### src/rtl/striping_lanes.sv
// Tx byte-striping stage: gathers the serial symbol stream into LANES-wide rows,
// frames packets so END lands in the last lane. Optional macro: STRIPE_IDLE_FILL_EN.
module striping_lanes #(
  parameter int LANES = 4,
  parameter int W     = 8,
  parameter int CW    = $clog2(LANES)
) (
  input  logic               clk,
  input  logic               reset,
  input  logic [W-1:0]       fromMux,
  input  logic               fromMux_valid,
  output logic [LANES*W-1:0] TL,
  output logic               TL_valid,
  output logic               frame_err
);

  localparam logic [W-1:0] COM = W'(8'hBC);
  localparam logic [W-1:0] PAD = W'(8'hF7);
  localparam logic [W-1:0] SKP = W'(8'h1C);
  localparam logic [W-1:0] STP = W'(8'hFB);
  localparam logic [W-1:0] SDP = W'(8'h5C);
  localparam logic [W-1:0] ENDS = W'(8'hFD);
  localparam logic [W-1:0] EDB = W'(8'hFE);
  localparam logic [W-1:0] IDL = W'(8'h7C);
  localparam logic [CW-1:0] LAST = CW'(LANES - 1);

  typedef enum logic {IDLE, PKT} state_t;

  state_t         state, state_next;
  logic [CW-1:0]  cnt, cnt_next;
  logic [W-1:0]   row      [LANES];
  logic [W-1:0]   row_next [LANES];
  logic [LANES*W-1:0] row_flat;
  logic           emit, abort;
  logic           is_start, is_os, is_end;

  assign is_start = (fromMux == STP) || (fromMux == SDP);
  assign is_os    = (fromMux == COM) || (fromMux == SKP) || (fromMux == IDL);
  assign is_end   = (fromMux == ENDS);

  always_ff @(posedge clk or posedge reset) begin
    if (reset) state <= IDLE;
    else       state <= state_next;
  end

  always_comb begin
    state_next = state;
    if (fromMux_valid) begin
      case (state)
        IDLE:    if (is_start) state_next = PKT;
        PKT:     if (is_end || is_os) state_next = IDLE;
        default: state_next = IDLE;
      endcase
    end
  end

  // NOTE: every signal driven here gets a default first, so no path can infer a latch.
  always_comb begin
    row_next = row;
    cnt_next = cnt;
    emit     = 1'b0;
    abort    = 1'b0;
    if (fromMux_valid) begin
      case (state)
        IDLE: begin
          if (is_start) begin
            row_next[0] = fromMux;
            cnt_next    = CW'(1);
          end else if (is_os) begin
            for (int k = 0; k < LANES; k++) row_next[k] = fromMux;
            emit = 1'b1;
          end
        end
        PKT: begin
          if (is_end || is_os) begin
            // Close the row: pad from the current slot, terminator in the last lane.
            for (int k = 0; k < LANES; k++)
              if (CW'(k) >= cnt) row_next[k] = PAD;
            row_next[LANES-1] = is_end ? ENDS : EDB;
            emit     = 1'b1;
            abort    = is_os;
            cnt_next = '0;
          end else begin
            row_next[cnt] = fromMux;
            if (cnt == LAST) begin
              emit     = 1'b1;
              cnt_next = '0;
            end else begin
              cnt_next = cnt + CW'(1);
            end
          end
        end
        default: cnt_next = '0;
      endcase
    end
`ifdef STRIPE_IDLE_FILL_EN
    else if (state == IDLE) begin
      for (int k = 0; k < LANES; k++) row_next[k] = IDL;
      emit = 1'b1;
    end
`endif
  end

  always_comb begin
    row_flat = '0;
    for (int k = 0; k < LANES; k++) row_flat[k*W +: W] = row_next[k];
  end

  // NOTE: the row buffer is only LANES registers, so it is reset along with the rest.
  always_ff @(posedge clk or posedge reset) begin
    if (reset) begin
      cnt       <= '0;
      for (int k = 0; k < LANES; k++) row[k] <= '0;
      TL        <= '0;
      TL_valid  <= 1'b0;
      frame_err <= 1'b0;
    end else begin
      cnt       <= cnt_next;
      row       <= row_next;
      TL_valid  <= emit;
      frame_err <= abort;
      if (emit) TL <= row_flat;
    end
  end

endmodule

### config.mk
export PLATFORM = sky130hd
export DESIGN_NAME = striping_lanes
export DESIGN_NICKNAME = d
export VERILOG_FILES = /design/src/rtl/striping_lanes.sv
export SDC_FILE = /design/constraint.sdc
export NUM_CORES = 1
export LEC_CHECK = 0
export BUFFER_PORTS_ARGS = -buffer_cell sky130_fd_sc_hd__buf_2
export CAP_MARGIN = 0
export CELL_PAD_IN_SITES_DETAIL_PLACEMENT = 0
export CELL_PAD_IN_SITES_GLOBAL_PLACEMENT = 1
export CORE_ASPECT_RATIO = 0.6
export CORE_MARGIN = 4
export CORE_UTILIZATION = 48
export CTS_CLUSTER_DIAMETER = 60
export DETAILED_ROUTE_END_ITERATION = 10
export GPL_TIMING_DRIVEN = 0
export MAX_ROUTING_LAYER = met4
export PLACE_DENSITY = 0.82
export SLEW_MARGIN = 20
export SYNTH_ARGS = -nofsm -noshare
export SYNTH_HDL_FRONTEND = slang
export SYNTH_SLANG_ARGS = --single-unit
### constraint.sdc
create_clock -name clk -period 5.35 [get_ports clk]
set_input_delay 1.07 -clock clk [delete_from_list [all_inputs] [get_ports clk]]
set_output_delay 1.07 -clock clk [all_outputs]
set_load 0.05 [all_outputs]
=== Yosys cells after proc, flatten, opt, wreduce, memory -nomap -nowiden ===
Cells that the tools add are included.

* Add/sub/neg operators: 1
* Order comparisons: 5
* Eq/ne operators: 8
* Multiplexer cells: 29
* Bitwise gates (word level): 2
* Reductions and logical operators: 6

{| class="wikitable"
|+ Operators with widths
! operator !! number
|-
| 2-to-1 mux 32 bit || 3
|-
| case mux 32 bit (2 select lines) || 1
|-
| 2-to-1 mux 8 bit || 5
|-
| bitwise mux 32 bit || 1
|-
| == test 8 bit (second input constant) || 3
|-
| 2-to-1 mux 24 bit || 1
|-
| demux 8 bit (select 2 bit) || 1
|-
| == test 8 x 7 -> 1 bit (second input constant) || 2
|-
| 2-to-1 mux 1 bit || 10
|-
| == test 8 x 5 -> 1 bit (second input constant) || 1
|-
| 2-to-1 mux 2 bit || 4
|-
| greater-or-equal comparator 1 x 2 -> 1 bit (first input constant) || 2
|-
| logical OR 1 bit || 4
|-
| case mux 1 bit (2 select lines) || 2
|-
| case mux 2 bit (2 select lines) || 1
|-
| greater-or-equal comparator 3 bit (second input constant) || 1
|-
| < comparator 3 x 1 -> 1 bit (second input constant) || 1
|-
| inverter 2 -> 3 bit || 1
|-
| adder 2 x 1 -> 2 bit (second input constant) || 1
|-
| == test 2 bit (second input constant) || 1
|-
| greater-or-equal comparator 2 bit (first input constant) || 1
|-
| inequality test 2 bit (second input constant) || 1
|-
| AND reduction 2 bit || 1
|-
| logical AND 1 bit || 1
|-
| inverter 1 bit || 1
|}

* Bits in registers: 69
* Output and inout bits: 34
* Logic and storage cells: 60

=== Logic depth before layout (Yosys ltp) ===
Gate-level depths: netlist of the first run.

* Word-level depth: 9
* Mapped depth: 9
* Depth with buffers taken out: 7

=== Worst setup path before layout of the first run ===
No wires, ideal clock.

* Path type: input to register
* Start point: in fromMux[6]
* End point: reg TL[0]
* Setup time: 125 ps
* Arrival time: 2600 ps
* Data required time: 5225 ps
* Path slack: 2625 ps
* Stages on the path: 8
* Buffers on the path: 2
* Cells stage by stage: buf_6 or4_4 o311a_1 buf_6 o21ai_4 nand2_4 inv_4 mux2_2

* Cells in the longest elaborated chain, start to end: 7

{| class="wikitable"
|+ Ends and longest elaborated chain
! item !! line !! text
|-
| start: declaration || 10 || <nowiki>input logic [W-1:0] fromMux,</nowiki>
|-
| == test 8 bit / == test 8 x 5 -> 1 bit (equally long branches) || 38 || <nowiki>assign is_os = (fromMux == COM) || (fromMux == SKP) || (fromMux == IDL);</nowiki>
|-
| logical OR 1 bit (2 in series) || 38 ||
|-
| 2-to-1 mux 32 bit, or another cell as far along || 69 || <nowiki>end else if (is_os) begin</nowiki>
|-
| 2-to-1 mux 8 bit, or another cell as far along || 66 || <nowiki>if (is_start) begin</nowiki>
|-
| case mux 32 bit (2 select lines) / case mux 1 bit (2 select lines) (equally long branches) || 64 || <nowiki>case (state)</nowiki>
|-
| 2-to-1 mux 32 bit / 2-to-1 mux 1 bit (equally long branches) || 63 || <nowiki>if (fromMux_valid) begin</nowiki>
|-
| end signal: assignment || 122 || <nowiki>if (emit) TL <= row_flat;</nowiki>
|-
| end: declaration || 12 || <nowiki>output logic [LANES*W-1:0] TL,</nowiki>
|}

Parallel ways exist; a longest one is shown, timed or not.
A chain may end at the register's enable or synchronous reset.

=== Final worst setup path of the first run ===
* Start point: in fromMux[5]
* End point: reg TL[13]

* Cells in the longest elaborated chain, start to end: 7

{| class="wikitable"
|+ Ends and longest elaborated chain
! item !! line
|-
| == test 8 bit / == test 8 x 5 -> 1 bit (equally long branches) || 38
|-
| logical OR 1 bit (2 in series) || 38
|-
| 2-to-1 mux 32 bit, or another cell as far along || 69
|-
| 2-to-1 mux 24 bit, or another cell as far along || 66
|-
| case mux 32 bit (2 select lines) / case mux 1 bit (2 select lines) (equally long branches) || 64
|-
| 2-to-1 mux 32 bit / 2-to-1 mux 1 bit (equally long branches) || 63
|}

Parallel ways exist; a longest one is shown, timed or not.

==> results.py, run 1 <==
metrics = {
    "status": {
        "status": "complete, no violations",
    },
    "yosys": {
        "synth_cells": 390,
        "ys_seq_area_share_pct": 43.3,
        "synth_top_cell_by_area": "dfrtp_1",
        "syn-cell-area_sq_um": 3590,
        "ys_warn_count": 0,
        "avgSynthCellArea_sq_um": 9.20,
        "async_reset_ff_share_pct": 100,
        "synth_seq_cells": 62,
        "synth.area.top_cells": "dfrtp_1, o21ai_0, a21oi_1",
        "synth-main-ff-cell": "dfrtp_1",
        "yosysTopAreaCellShare_pct": 43.3,
        "synthTopCellsByCount": "dfrtp_1, o21ai_0, a21oi_1, nor2_1, nand2_1",
        "synth.distinct_cells": 70,
        "synth_most_common_cell": "dfrtp_1",
        "synth_edf_count": 0,
        "syn_nets": 405,
    },
    "setup_path": {
        "slowest_delay_ns": 0.66,
        "slowest_stage": "a21oi_1",
        "cpMostUsedCell": "buf_2",
        "start_kind": "input pin",
        "path_buf_inv": 2,
        "critical_path_peak_fanout": 10,
        "required_ns": 5.56,
        "rrSetupSlack_ns": 2.76,
        "crit_family": "compound AO/OA/AOI/OAI gates",
        "worstPathCellList": "buf_2 -> buf_2 -> nand4_1 -> o311ai_2 -> a21oi_1 -> a311oi_1 -> mux2_1",
        "end_kind": "flop",
        "reg2reg_to": "TL[23]$_DFFE_PP0P_",
        "r2r_cells": 7,
        "reg2reg_from": "state$_DFFE_PP0P_",
        "cp.arrival_ns": 3.29,
        "critPathKind": "in2reg",
    },
    "timing": {
        "max_freq_ghz": 0.324,
        "final.min_clock_period_ns": 3.08,
        "tns_ns": 0,
        "setup_viol": 0,
        "slew_violations": 0,
        "fin_crit_sh_pct": 57.6,
        "hold_violations": 0,
        "clock_skew_ns": 0.00595,
        "worst_pin_slew_ns": 0.784,
        "slew_headroom_pct": 47.7,
        "rsz0062_at_grt": "false",
    },
    "floorplanning": {
        "die_x_microns": 120,
        "die_area_sq_um": 8970,
        "core_sq_um": 7270,
        "start_util_pct": 49.4,
        "num_io_pins": 45,
        "die_y_microns": 75.0,
        "num_rows": 24,
    },
    "power": {
        "pwr_density_cell_nw_per_um2": 577,
        "peakVddDrop_mv": 0.295,
        "p_leak_nw": 1.78,
    },
    "min_path": {
        "worstHoldEndpoint": "TL[25]$_DFFE_PP0P_",
        "hp-start": "TL[25]$_DFFE_PP0P_",
        "holdPathStages": 1,
        "hp-class": "reg2reg",
    },
    "placed_design": {
        "place_hpwl_microns": 8650,
        "dpl-instance-area_sq_um": 3940,
        "globalplace.congestion": 0.932,
        "io_buffers": 39,
    },
    "routing": {
        "post-route-drc-count": 0,
        "drt_iter0_drc": 387,
        "vias": 3512,
        "wl_per_cell_microns": 22.4,
        "dr.pass1.iters": 6,
        "routed_wl_microns": 12300,
        "viasPerCell": 6.39,
        "detail-route-antenna-nets": 0,
    },
    "cells_and_area": {
        "fin_util_pct": 58.6,
        "syn_to_final_growth_pct": 18.6,
        "drive_gt1_share_pct": 20.0,
        "nets": 456,
        "final_cell_area_sq_um": 4260,
        "num_antenna_cells": 0,
    },
    "cts": {
        "cts-resized-gates": 0,
        "cts_made_buffers": 9,
        "cts_root_buf": "clkbuf_16",
        "ctsHoldBuffers": 0,
        "clockBufferDepth": 2,
        "clkLatencyLatePin_ns": 0.33,
        "clock_sinks": 62,
        "cts_tree": "done",
        "clk_pin_slew_ns": 0.06,
        "cts_setup_buffers": 0,
        "h-tree-depth": 3,
    },
    "grt": {
        "grt_usage_pct": 29.5,
        "met1_usage_pct": 43.9,
        "met3_usage_pct": 7.96,
        "use_met2_pct": 39.2,
        "antenna_found_initial": 0,
        "grt_start_max_net_pins": 39,
        "grt_pass1_wl_microns": 19200,
        "busiest_layer": "met1",
        "grt-ovfl-total": 0,
        "grt_pass1_vias": 3293,
    },
    "run": {
        "cap_violations": 0,
    },
}
==> cells in the final DEF (no fill, tap or decap), drive strengths merged, types with 12 or more instances in the layout <==
master / count
inv: 13
nand2: 26
o21ai: 36
nor2: 28
a21oi: 34
a31oi: 17
clkbuf: 35
o31ai: 12
dfrtp: 62
buf: 55
==> sequential cells by signal, summed over array words and instances, names as in the netlist <==
signal	flops
TL_valid	1
cnt	2
state	1
frame_err	1
row	25
TL	32
==> metal layers <==
metal | routed length, microns | vias up | share of wire [%]
met5 | 0 | - | 0
li1 | - | 1561 | -
met1 | 5880 | 1709 | 48
met4 | 146 | 0 | 1.2
met3 | 1310 | 17 | 11
met2 | 4960 | 225 | 40
==> metrics by stage <==
| stage | std cells | power (mW) | hold slack [ns] | setup WS (ns) |
|---|---|---|---|---|
| finish | 550 | 2.45 | 0.480 | 2.27 |
| global route | 550 | 2.59 | 0.496 | 2.26 |
| CTS | 550 | 2.45 | 0.484 | 2.37 |
| detailed placement | 534 | 1.83 | 0.471 | 2.03 |
| global placement | 533 | 1.81 | 0.462 | 1.92 |
| floorplan | 390 | 1.55 | 0.451 | 2.63 |
==> final cells by class <==
| type | count | area (sq um) |
|---|---|---|
| plain buffers | 38 | 191 |
| fillers | 673 | 3010 |
| inverters | 14 | 57.6 |
| multi-input cells | 276 | 1790 |
| well taps | 104 | 130 |
| clock inverters | 4 | 53.8 |
| clock buffers | 12 | 267 |
| flip-flops and latches | 62 | 1550 |
| repair buffers | 40 | 215 |
==> worst register-to-register path: stages, from the launching register on <==
cell and delay, ns:
dfrtp_1 0.33, buf_2 0.26, clkinv_1 0.34, nor2_1 0.30
a21boi_1 0.47, clkbuf_1 0.50, o21ai_0 0.19, o31ai_1 0.10
==> report_power, final <==
part           total (mW)  leakage [nW]  internal, mW  switching (mW)
Clock               0.618         0.151         0.399           0.218
Combinational        1.08         0.892         0.302           0.781
Sequential          0.754         0.736         0.651           0.103
Total                2.45          1.78          1.35            1.10
==> how the worst max path moves through the flow <==
stage / startpoint / endpoint / slack, ns / cells after the start
6_report: fromMux[5] / TL[13]$_DFFE_PP0P_ / 2.27 / 7
5_1_grt: fromMux[5] / TL[13]$_DFFE_PP0P_ / 2.26 / 7
4_1_cts: fromMux[5] / TL[13]$_DFFE_PP0P_ / 2.37 / 7
3_5_place_dp: fromMux[5] / TL[13]$_DFFE_PP0P_ / 2.03 / 7
3_3_place_gp: reset / TL_valid$_DFF_PP0_ / 1.92 / 2
2_1_floorplan: fromMux[6] / TL[0]$_DFFE_PP0P_ / 2.63 / 8
==> logic make-up (layout without fill, tap and decap cells) <==
logic type / count (synthesis) / after routing / share of synthesized area [%]
xor gates and xnor gates: 4 / 4 / 1.19
DFF: 62 / 62 / 43.3
and+or+nand+nor: 103 / 103 / 15.2
buffers and inverters: 52 / 108 / 6.87
muxes: 10 / 10 / 3.07
adders and majority gates: 4 / 4 / 1.40
AOI/OAI and AO/OA: 155 / 155 / 29.1
(Power assumes the default switching activity.)
==> run 2, diff against run 1 <==
CORE_UTILIZATION = 44   (was 48)
PLACE_DENSITY = 0.76   (was 0.82)
clock period = 3.08 ns   (was 5.35 ns; I/O delays follow)
==> run 2 against run 1 <==
Effect of this change:
- clock skew about the same
- worst hold slack lost 0.20 ns
- first-iteration DRC count down 25%
- sequential power grew 75%
- die area increased by 8.3%
- utilization shrank 5.1 points
- global-route usage decreased by 3.1 points
- cell count grew 0.55%
- design area decreased by 0.59%
- critical endpoint unchanged
- largest cell class unchanged
- largest power group unchanged
==> results.py, run 2 (same netlist as run 1, synthesis figures left out) <==
metrics = {
    "setup_path": {
        "slowest_stage": "a21oi_1",
        "end_kind": "flop",
        "cpMostUsedCell": "buf_2",
        "cp.arrival_ns": 2.77,
        "worstPathCellList": "buf_2 -> buf_2 -> nand4_1 -> o311ai_2 -> a21oi_1 -> a311oi_1 -> mux2_1",
        "required_ns": 3.30,
        "start_kind": "input pin",
        "critical_path_peak_fanout": 10,
        "critPathKind": "in2reg",
        "slowest_delay_ns": 0.60,
    },
    "floorplanning": {
        "die_x_microns": 125,
        "start_util_pct": 45.3,
        "die_area_sq_um": 9710,
        "num_rows": 25,
        "num_io_pins": 45,
        "die_y_microns": 77.9,
        "core_sq_um": 7910,
    },
    "placed_design": {
        "place_hpwl_microns": 8650,
        "globalplace.congestion": 0.979,
        "io_buffers": 39,
    },
    "routing": {
        "post-route-drc-count": 0,
        "viasPerCell": 6.22,
        "wl_per_cell_microns": 21.6,
        "dr.pass1.iters": 4,
        "drt_iter0_drc": 291,
        "detail-route-antenna-nets": 0,
        "routed_wl_microns": 11900,
        "vias": 3438,
    },
    "grt": {
        "grt_pass1_vias": 3314,
        "grt_pass1_wl_microns": 19100,
        "grt_usage_pct": 26.4,
        "grt-ovfl-total": 0,
        "antenna_found_initial": 0,
        "grt_start_max_net_pins": 34,
    },
    "status": {
        "status": "complete, no violations",
    },
    "cts": {
        "clock_sinks": 62,
        "cts-resized-gates": 0,
        "cts_tree": "done",
        "cts_setup_buffers": 0,
        "cts_root_buf": "clkbuf_16",
        "clk_pin_slew_ns": 0.05,
        "clockBufferDepth": 2,
        "clkLatencyLatePin_ns": 0.34,
        "cts_made_buffers": 9,
        "h-tree-depth": 3,
        "ctsHoldBuffers": 0,
    },
    "run": {
        "cap_violations": 0,
    },
    "timing": {
        "setup_viol": 0,
        "rsz0062_at_grt": "false",
        "max_freq_ghz": 0.393,
        "whs_ns": 0.279,
        "slew_violations": 0,
        "clock_skew_ns": 0.00564,
        "worst_pin_slew_ns": 0.702,
        "slew_headroom_pct": 53.2,
        "final.min_clock_period_ns": 2.54,
        "fin_crit_sh_pct": 82.6,
        "tns_ns": 0,
        "hold_violations": 0,
    },
    "cells_and_area": {
        "syn_to_final_growth_pct": 17.9,
        "drive_gt1_share_pct": 19.6,
        "num_antenna_cells": 0,
        "top_register": "TL",
        "largest_register_ffs": 32,
        "final_common_cell": "dfrtp_1",
        "most-common-layout-cells": "dfrtp_1, buf_2, o21ai_0, a21oi_1, nor2_1",
        "nets": 456,
        "reg_top3": "TL x32, row x25, cnt x2",
    },
    "min_path": {
        "hp-class": "in2async",
    },
    "power": {
        "pwr_density_cell_nw_per_um2": 990,
        "p_leak_nw": 1.77,
        "peakVddDrop_mv": 0.650,
    },
}
run 2: path summary, 6_finish.rpt:
path                                     from                  to  slack, ns  cells past startpoint
max in group asynchronous               reset  cnt[1]$_DFFE_PP0P_       2.28                      3
max reg2reg                cnt[0]$_DFFE_PP0P_   TL[5]$_DFFE_PP0P_       0.61                      7
min in group clk           TL[25]$_DFFE_PP0P_  TL[25]$_DFFE_PP0P_       0.48                      1
min                                     reset   TL[7]$_DFFE_PP0P_       0.28                      2
min reg2reg                TL[25]$_DFFE_PP0P_  TL[25]$_DFFE_PP0P_       0.48                      1
max                                fromMux[5]  TL[13]$_DFFE_PP0P_       0.54                      7
run 2: worst max-delay path: cells and delay by family:
family / cells / cell delay (ns)
buffers and inverters: 2 / 0.31
AO/OA/AOI/OAI: 3 / 1.12
AND/OR/NAND/NOR: 1 / 0.35
multiplexers: 1 / 0.35
run 2: metrics by stage:
step / cells / total power [mW] / worst slack (ns) / instance area [sq um] / utilization, %
after CTS: 553 / 4.18 / 0.628 / 4230 / 53.5
after floorplan: 390 / 2.69 / 0.809 / 3590 / -
after global placement: 537 / 3.14 / 0.0746 / 3920 / 49.5
after detailed placement: 538 / 3.18 / 0.272 / 3940 / 49.8
final: 553 / 4.19 / 0.536 / 4230 / 53.5
after global routing: 553 / 4.42 / 0.443 / 4230 / 53.5
run 2: layout make-up:
type                    instances  area, sq um
fillers                       760         3680
flip-flops and latches         62         1550
inverters                      14         57.6
multi-input cells             276         1790
plain buffers                  38          191
clock buffers                  11          243
repair buffers                 40          215
clock inverters                 4         47.5
well taps                     108          135
run 2: report_power, final:
part | internal, mW | switching (mW)
clock | 0.640 | 0.361
sequential | 1.13 | 0.187
combinational | 0.524 | 1.34
run 2: layer usage:
layer | wire length [microns] | part of all wire, % | vias to the layer above | global-route usage (%)
met5 | 0 | 0 | - | -
met4 | 253 | 2.1 | 0 | 8.32
met3 | 1030 | 8.7 | 24 | 6.74
met2 | 4580 | 38 | 156 | 33.8
met1 | 6080 | 51 | 1688 | 40.0
li1 | - | - | 1570 | -
==> run 3, diff against run 2 <==
ABC_AREA = 1   (was not set)
CORE_UTILIZATION = 42   (was 44)
clock period = 2.6 ns   (was 3.08 ns; I/O delays follow)
==> run 3 against run 2 <==
Effect of this change:
- design area up 7.6%
- critical path depth up 1
- die area rose by 12%
- largest power group unchanged
==> results.py, run 3 <==
metrics = {
    "status": {
        "status": "complete, no violations",
    },
    "yosys": {
        "synth-main-ff-cell": "dfrtp_1",
        "synth-xor-area-share_pct": 0,
        "synthAdderAreaFrac_pct": 1.29,
        "synth_top_cell_by_area": "dfrtp_1",
        "avgSynthCellArea_sq_um": 7.19,
        "synth_top_family_by_area": "simple AND/OR/NAND/NOR gates",
        "async_reset_ff_share_pct": 100,
        "synthTopCellsByCount": "nand2_1, dfrtp_1, nand3_1, inv_1, o21ai_0",
        "synth_mux_area_share_pct": 0,
        "synth_edf_count": 0,
        "syn-cell-area_sq_um": 3890,
        "synth.distinct_cells": 34,
        "synth_most_common_cell": "nand2_1",
        "synth-simple-area-share_pct": 35.1,
        "synth_seq_cells": 68,
        "ys_warn_count": 0,
        "yosysTopAreaCellShare_pct": 43.7,
        "ys_seq_area_share_pct": 43.7,
        "synth_compound_area_share_pct": 11.0,
        "syn_nets": 556,
        "synth_cells": 541,
        "synth.area.top_cells": "dfrtp_1, nand2_1, nand3_1",
    },
    "timing": {
        "final.min_clock_period_ns": 2.24,
        "worst_pin_slew_ns": 0.665,
        "slew_violations": 0,
        "fin_crit_sh_pct": 86.1,
        "hold_violations": 0,
        "clock_skew_ns": 0.00604,
        "setup_viol": 0,
        "rsz0062_at_grt": "false",
        "slew_headroom_pct": 55.7,
        "max_freq_ghz": 0.447,
        "tns_ns": 0,
    },
    "cts": {
        "clockBufferDepth": 2,
        "ctsHoldBuffers": 0,
        "h-tree-depth": 3,
        "clock_sinks": 68,
        "clkLatencyLatePin_ns": 0.33,
        "clk_pin_slew_ns": 0.05,
        "cts-resized-gates": 0,
        "cts_setup_buffers": 0,
        "cts_made_buffers": 9,
        "cts_root_buf": "clkbuf_16",
        "cts_tree": "done",
    },
    "routing": {
        "drt_iter0_drc": 357,
        "dr.pass1.iters": 5,
        "vias": 3762,
        "post-route-drc-count": 0,
        "viasPerCell": 5.31,
        "detail-route-antenna-nets": 0,
        "wl_per_cell_microns": 17.5,
        "routed_wl_microns": 12400,
    },
    "placed_design": {
        "io_buffers": 40,
        "place_hpwl_microns": 9060,
        "dp.cells": 694,
        "globalplace.congestion": 0.966,
    },
    "cells_and_area": {
        "fin_util_pct": 52.0,
        "drive_gt1_share_pct": 14.1,
        "multiInputGateArea_sq_um": 1840,
        "largest_register_ffs": 32,
        "most-common-layout-cells": "nand2_1, dfrtp_1, nand3_1, inv_1, buf_2",
        "top_register": "TL",
        "final_common_cell": "nand2_1",
        "final_cells": 708,
        "regArea_sq_um": 1700,
        "syn_to_final_growth_pct": 17.0,
        "num_antenna_cells": 0,
        "nets": 608,
        "fill_cells": 868,
        "reg_top3": "TL x32, row x31, cnt x2",
    },
    "setup_path": {
        "start_kind": "input pin",
        "critical_path_peak_fanout": 10,
        "worstPathCellList": "clkbuf_1 -> clkinv_1 -> nor2_8 -> nand2_4 -> inv_4 -> buf_6 -> nand3_1 -> nand2_1",
        "end_kind": "flop",
        "crit_family": "buffers and inverters",
        "reg2reg_from": "cnt[0]$_DFFE_PP0P_",
        "path_buf_inv": 4,
        "slowest_delay_ns": 0.61,
        "reg2reg_to": "TL[28]$_DFFE_PP0P_",
        "cp.arrival_ns": 2.51,
        "slowest_stage": "clkinv_1",
        "rrSetupSlack_ns": 0.38,
        "critPathKind": "in2reg",
        "path_depth": 8,
        "r2r_cells": 7,
        "required_ns": 2.87,
    },
    "grt": {
        "met1_usage_pct": 34.1,
        "grt_pass1_vias": 3648,
        "grt_start_max_net_pins": 55,
        "met3_usage_pct": 7.38,
        "grt_usage_pct": 25.3,
        "use_met2_pct": 36.7,
        "busiest_layer": "met2",
        "grt-ovfl-total": 0,
        "grt_pass1_wl_microns": 20100,
        "antenna_found_initial": 0,
    },
    "power": {
        "p_leak_nw": 2.39,
        "pwr_density_cell_nw_per_um2": 1320,
        "peakVddDrop_mv": 0.639,
        "power_mw": 6.01,
    },
    "floorplanning": {
        "die_y_microns": 82.5,
        "core_sq_um": 8750,
        "num_rows": 26,
        "die_area_sq_um": 10900,
        "start_util_pct": 44.5,
        "num_io_pins": 45,
        "die_x_microns": 132,
    },
    "run": {
        "cap_violations": 0,
    },
    "min_path": {
        "hp-class": "in2async",
    },
}
==> run 3: cell types whose count changed in the layout (fill, tap and decap cells not counted), moves of 6 or more <==
cell      previous run  this run
nand2_1             25       204
nand3_1              5        56
inv_1               11        48
a21oi_1             34        12
a31oi_1             17         3
o31ai_1             12         0
o21ai_1              0        11
clkbuf_1            23        13
o21ai_0             35        44
mux2_2               7         0
nor3_1               8         1
dfrtp_1             62        68
==> run 3: metal layers <==
layer | up-vias | wire, microns
met3 | 25 | 857
met2 | 129 | 5150
met1 | 1768 | 6170
met5 | - | 0
met4 | 0 | 233
li1 | 1840 | -
==> run 3: how the worst max path moves through the flow <==
stage / from / endpoint / slack (ns)
after floorplan: reset / TL[0]$_DFFE_PP0P_ / 0.37
after global placement: reset / TL[4]$_DFFE_PP0P_ / -0.54
after detailed placement: fromMux_valid / TL[2]$_DFFE_PP0P_ / 0.04
after CTS: fromMux_valid / TL[2]$_DFFE_PP0P_ / 0.38
after global routing: cnt[0]$_DFFE_PP0P_ / TL[20]$_DFFE_PP0P_ / 0.17
final: fromMux_valid / TL[2]$_DFFE_PP0P_ / 0.36
==> run 3: layout make-up <==
cell class	count	area share, %
multi-input combinational	393	40.5
sequential	68	37.4
clock buffer	12	5.63
timing repair buffer	41	5.00
inverter	54	4.62
tap	112	3.08
buffer	26	3.05
clock inverter	2	0.770
==> run 3: cells by family (layout without fill, tap and decap cells) <==
kind of cell | after synthesis | count (layout)
fa+ha+maj | 4 | 4
compound gates | 80 | 80
buf+inv | 80 | 135
simple gates | 309 | 309
flops | 68 | 68
==> run 3: report_power, final <==
| group | internal, mW | switching [mW] |
|---|---|---|
| Sequential | 1.54 | 0.271 |
| Clock | 0.782 | 0.435 |
| Combinational | 0.805 | 2.17 |
| Total | 3.13 | 2.88 |
==> run 3: metrics by stage <==
step           hold slack [ns]  instance area, sq um  worst slack [ns]
5_1_grt                  0.105                  4550             0.168
3_5_place_dp             0.460                  4260            0.0377
2_1_floorplan            0.465                  3890             0.368
4_1_cts                 0.0988                  4550             0.384
6_report                 0.109                  4550             0.361
3_3_place_gp             0.456                  4230            -0.538
